[config.mk]
export PLATFORM = sky130hd
export DESIGN_NAME = complex_mult_seq
export DESIGN_NICKNAME = d
export VERILOG_FILES = /design/src/rtl/complex_mult_seq.sv
export SDC_FILE = /design/constraint.sdc
export NUM_CORES = 1
export LEC_CHECK = 0
export ABC_AREA = 0
export CELL_PAD_IN_SITES_DETAIL_PLACEMENT = 1
export CELL_PAD_IN_SITES_GLOBAL_PLACEMENT = 1
export CORE_UTILIZATION = 46
export CTS_BUF_LIST = sky130_fd_sc_hd__clkbuf_2
export CTS_CLUSTER_SIZE = 28
export DETAILED_ROUTE_END_ITERATION = 10
export GPL_TIMING_DRIVEN = 1
export PLACE_DENSITY = 0.91
export RECOVER_POWER = 100
export SETUP_SLACK_MARGIN = 0.1
export SYNTH_ARGS = -nofsm -noshare
export SYNTH_HDL_FRONTEND = slang
export SYNTH_SLANG_ARGS = --single-unit
[constraint.sdc]
create_clock -name clk -period 8.6 [get_ports clk]
set_clock_uncertainty 0.15 [all_clocks]
set_input_delay 1.72 -clock clk [delete_from_list [all_inputs] [get_ports clk]]
set_output_delay 1.72 -clock clk [all_outputs]
set_load 0.05 [all_outputs]
[src/rtl/complex_mult_seq.sv]
// Sequential signed complex multiplier, one shared WxW multiplier over 4 steps, per-component saturation.
// Latency: result registered 4 edges after acceptance; next acceptance possible 6 cycles after the last.
// Backpressure: result held in DONE until out_ready; in_ready stays low from acceptance to handoff.
module complex_mult_seq #(
    parameter int W = 8
) (
    input  logic           clk,
    input  logic           rst,
    input  logic           in_valid,
    output logic           in_ready,
    input  logic [2*W-1:0] a,
    input  logic [2*W-1:0] b,
    output logic           out_valid,
    input  logic           out_ready,
    output logic [2*W-1:0] p,
    output logic           ovf
);

    typedef enum logic [1:0] {
        ST_IDLE = 2'd0,
        ST_MUL  = 2'd1,
        ST_DONE = 2'd2
    } state_t;

    state_t                r_state;
    logic signed [W-1:0]   r_ar;
    logic signed [W-1:0]   r_ai;
    logic signed [W-1:0]   r_br;
    logic signed [W-1:0]   r_bi;
    logic [1:0]            r_step;
    logic signed [2*W:0]   r_acc_r;
    logic signed [2*W:0]   r_acc_i;
    logic                  r_in_ready;
    logic                  r_out_valid;
    logic [2*W-1:0]        r_p;
    logic                  r_ovf;

    logic signed [W-1:0]   w_mul_a;
    logic signed [W-1:0]   w_mul_b;
    logic signed [2*W-1:0] w_mul_a_x;
    logic signed [2*W-1:0] w_mul_b_x;
    logic signed [2*W-1:0] w_prod;
    logic signed [2*W:0]   w_prod_x;
    logic signed [2*W:0]   w_diff_r;
    logic signed [2*W:0]   w_sum_i;
    logic [W:0]            w_sat_r;
    logic [W:0]            w_sat_i;

    // Returns {saturated_flag, W-bit value}; fits when bits [2W:W-1] are all equal.
    function automatic logic [W:0] sat(input logic signed [2*W:0] v);
        logic [W:0] res;
        if ((v[2*W:W-1] == {(W+2){1'b0}}) || (v[2*W:W-1] == {(W+2){1'b1}})) begin
            res = {1'b0, v[W-1:0]};
        end else if (v[2*W]) begin
            res = {1'b1, 1'b1, {(W-1){1'b0}}};
        end else begin
            res = {1'b1, 1'b0, {(W-1){1'b1}}};
        end
        return res;
    endfunction

    always_comb begin
        w_mul_a = r_ar;
        w_mul_b = r_br;
        case (r_step)
            2'd0: begin w_mul_a = r_ar; w_mul_b = r_br; end
            2'd1: begin w_mul_a = r_ai; w_mul_b = r_bi; end
            2'd2: begin w_mul_a = r_ar; w_mul_b = r_bi; end
            default: begin w_mul_a = r_ai; w_mul_b = r_br; end
        endcase
    end

    // Sign-extend before multiplying so the 2W-bit product is exact.
    assign w_mul_a_x = {{W{w_mul_a[W-1]}}, w_mul_a};
    assign w_mul_b_x = {{W{w_mul_b[W-1]}}, w_mul_b};
    assign w_prod    = w_mul_a_x * w_mul_b_x;
    assign w_prod_x  = {w_prod[2*W-1], w_prod};
    assign w_diff_r  = r_acc_r - w_prod_x;
    assign w_sum_i   = r_acc_i + w_prod_x;
    assign w_sat_r   = sat(r_acc_r);
    assign w_sat_i   = sat(w_sum_i);

    always_ff @(posedge clk) begin
        if (rst) begin
            r_state     <= ST_IDLE;
            r_ar        <= '0;
            r_ai        <= '0;
            r_br        <= '0;
            r_bi        <= '0;
            r_step      <= 2'd0;
            r_acc_r     <= '0;
            r_acc_i     <= '0;
            r_in_ready  <= 1'b1;
            r_out_valid <= 1'b0;
            r_p         <= '0;
            r_ovf       <= 1'b0;
        end else begin
            case (r_state)
                ST_IDLE: begin
                    if (in_valid) begin
                        r_ar       <= a[2*W-1:W];
                        r_ai       <= a[W-1:0];
                        r_br       <= b[2*W-1:W];
                        r_bi       <= b[W-1:0];
                        r_step     <= 2'd0;
                        r_in_ready <= 1'b0;
                        r_state    <= ST_MUL;
                    end
                end
                ST_MUL: begin
                    r_step <= r_step + 2'd1;
                    case (r_step)
                        2'd0: r_acc_r <= w_prod_x;
                        2'd1: r_acc_r <= w_diff_r;
                        2'd2: r_acc_i <= w_prod_x;
                        default: begin
                            r_p         <= {w_sat_r[W-1:0], w_sat_i[W-1:0]};
                            r_ovf       <= w_sat_r[W] | w_sat_i[W];
                            r_out_valid <= 1'b1;
                            r_state     <= ST_DONE;
                        end
                    endcase
                end
                ST_DONE: begin
                    // The handoff edge never accepts; a waiting operand is taken next cycle.
                    if (out_ready) begin
                        r_out_valid <= 1'b0;
                        r_in_ready  <= 1'b1;
                        r_state     <= ST_IDLE;
                    end
                end
                default: begin
                    r_state     <= ST_IDLE;
                    r_in_ready  <= 1'b1;
                    r_out_valid <= 1'b0;
                end
            endcase
        end
    end

    assign in_ready  = r_in_ready;
    assign out_valid = r_out_valid;
    assign p         = r_p;
    assign ovf       = r_ovf;

endmodule

==> flow_metrics.py <==
metrics = {
    "global_routing": {
        "grt_pass1_wl_um": 34020,
        "antenna_found_initial": 0,
        "grt_max_degree": 95,
        "first_global_vias": 7154,
        "overflow": 0,
        "track_usage": 0.2541,
    },
    "route": {
        "met1Wirelength_um": 8926,
        "routedWlPerCell_um": 16.87,
        "highest_layer": "met4",
        "post-route-drc-count": 0,
        "ant_nets": 0,
        "drt_iter0_drc": 208,
        "firstDrtPassIters": 4,
        "drt_wl_total_um": 20750,
        "route.met2.wl_um": 10850,
        "via_per_inst": 5.508,
        "met3_length_um": 528,
        "via_count": 6775,
    },
    "worst_setup_path": {
        "worstRegToRegCells": 34,
        "cp-end-kind": "register",
        "path_class": "reg -> reg",
        "crit_top_cell": "inv_1",
        "cp_max_fo": 8,
        "cp_slowest_stage_delay_ns": 0.56,
        "crit_arrival_ns": 8.43,
        "required_ns": 8.99,
        "start_kind": "register",
        "crit_family": "adder cells",
        "r2r_slack_ns": 0.56,
        "crit_buf_inv": 8,
        "cpMaxStageDelayCell": "fa_1",
        "path_depth": 34,
    },
    "sta": {
        "drv_slew": 0,
        "worst_pin_slew_ns": 1.153,
        "worst_slack_ns": 0.5621,
        "setup_viol": 0,
        "min_period_over_period": 0.9346,
        "rsz0062_at_grt": "no",
        "setup-tns-final_ns": 0,
        "max-slew-margin-rel": 0.2290,
        "fmax_ghz": 0.1244,
        "min_period_ns": 8.038,
        "hold_viol": 0,
    },
    "synth": {
        "synth.avg_cell_area_um2": 8.045,
        "synth_edf_count": 0,
        "netlist_area_um2": 7659,
        "ys_seq_area_frac": 0.2300,
        "synth_ff_type": "dfxtp_1",
        "synth-seq-cells": 88,
        "synth_cell_types": 63,
        "netlist_instances": 952,
        "synthArstFlopShare": 0,
        "synth_fp_nets": 1111,
        "yosysWarnings": 0,
    },
    "placed_design": {
        "pre_cts_ws_ns": 0.09876,
        "port_buffers": 54,
        "gp_congestion": 0.8329,
        "dp_hpwl_um": 16580,
    },
    "clock_tree": {
        "clock-root-buffer": "clkbuf_2",
        "htreeDepth": 3,
        "clk_latency_ns": 0.62,
        "holdBufCountCts": 0,
        "numCtsBuffers": 9,
        "clockBufferDepth": 2,
        "clkSlewWorstSetupHoldPaths_ns": 0.26,
        "cts.repair.resized": 1,
        "cts_tree": "done",
        "clock_sinks": 88,
        "post_cts_buffers": 0,
    },
    "layout": {
        "synthToLayoutAreaGrowth_pct": 13.46,
        "layout_commonest_cell": "nand2_1",
        "drive_gt1_frac": 0.07791,
        "nets": 1168,
        "final_cell_mix": "nand2_1 (122), inv_1 (120), nor2_1 (115)",
        "num_antenna_cells": 0,
    },
    "power": {
        "power_mw": 1.185,
        "ir_drop_mv": 0.09180,
        "p_leak_nw": 3.752,
        "power_density_nw_per_um2": 136.3,
    },
    "floorplanning": {
        "chipWidth_um": 131.0,
        "dieArea_um2": 17170,
        "core_area_um2": 16060,
        "ioPinCount": 55,
        "row_count": 46,
        "initial_core_util": 0.4769,
        "die_y_um": 131.0,
    },
    "min_path": {
        "holdPathStages": 2,
        "min_path_type": "reg -> reg",
    },
    "run": {
        "drv_cap": 0,
    },
    "outcome": {
        "status": "finished clean",
    },
}
==> final timing paths <==
kind | startpoint | to
max | r_step[0] | ovf
min reg2reg | p[10] | p[10]
min | p[10] | p[10]
max reg2reg | r_step[0] | ovf
==> state kept, by name, summed over array words and instances, names as in the netlist <==
signal,flops
p,16
in_ready,1
r_ai,8
r_step,2
r_br,8
r_bi,8
r_acc_i,16
r_ar,8
r_acc_r,17
r_state,2
ovf,1
out_valid,1
==> metrics by stage <==
| step | area, um^2 | cells | hold WS, ns | util |
|---|---|---|---|---|
| after floorplan | 7659 | 952 | 0.2857 | - |
| after global placement | 8529 | 1214 | 0.2909 | 0.5312 |
| after detailed placement | 8529 | 1214 | 0.2994 | 0.5312 |
| after CTS | 8651 | 1230 | 0.3271 | 0.5387 |
| after global routing | 8690 | 1230 | 0.3411 | 0.5411 |
| final | 8690 | 1230 | 0.3197 | 0.5411 |
==> cell usage after synthesis (7+ instances only) <==
| master | n | area [um^2] |
|---|---|---|
| ha_1 | 66 | 825.8 |
| nand4_1 | 7 | 43.79 |
| o211ai_1 | 11 | 82.58 |
| inv_1 | 120 | 450.4 |
| clkbuf_1 | 28 | 105.1 |
| o21ai_0 | 20 | 100.1 |
| nand3_1 | 9 | 45.04 |
| or2_2 | 17 | 106.4 |
| nand2_1 | 122 | 457.9 |
| nor2_1 | 115 | 431.7 |
| a211oi_1 | 22 | 165.2 |
| o21a_1 | 7 | 52.55 |
| nor3_1 | 14 | 70.07 |
| and2_1 | 8 | 50.05 |
| xnor2_1 | 25 | 219.0 |
| xor2_1 | 7 | 61.31 |
| fa_1 | 57 | 1141 |
| dfxtp_1 | 88 | 1762 |
| mux2i_1 | 26 | 260.3 |
| or3_1 | 8 | 50.05 |
| a21oi_1 | 79 | 395.4 |
==> power breakdown <==
group          leakage (nW)  internal (mW)  switching [mW]  total (mW)
logic                  2.96          0.214           0.298       0.512
registers             0.717          0.428          0.0192       0.447
clock network        0.0702         0.0694           0.156       0.225
total                  3.75          0.712           0.473        1.18
==> tightest hold or removal path: stages, from the launching register on <==
cell	delay (ns)
dfxtp_1	0.37
nand2_1	0.05
a21oi_1	0.05
==> final cells by class <==
class                   instances  area (um^2)
clock buffers                  10        50.05
multi-input cells             712         5389
well taps                     216        270.3
repair buffers                 78        700.7
clock inverters                 6        67.56
inverters                     120        450.4
fillers                      1977         7368
flip-flops and latches         88         1762
==> per-layer routing <==
metal	track usage	vias to the layer above
met3	0.03868	34
li1	-	3299
met1	0.2908	3324
met5	0	-
met4	0.07640	0
met2	0.4827	118
==> kinds of logic (layout without fill, tap and decap cells) <==
logic type | Yosys count | in the layout | share of synthesized area
AOI/OAI and AO/OA | 201 | 201 | 0.1751
xor gates and xnor gates | 32 | 32 | 0.03660
adders and majority gates | 123 | 123 | 0.2568
buffers and inverters | 152 | 214 | 0.07450
DFF | 88 | 88 | 0.2300
muxes | 29 | 29 | 0.03839
and+or+nand+nor | 327 | 327 | 0.1885
No activity file was read; power rests on OpenSTA's default activity.
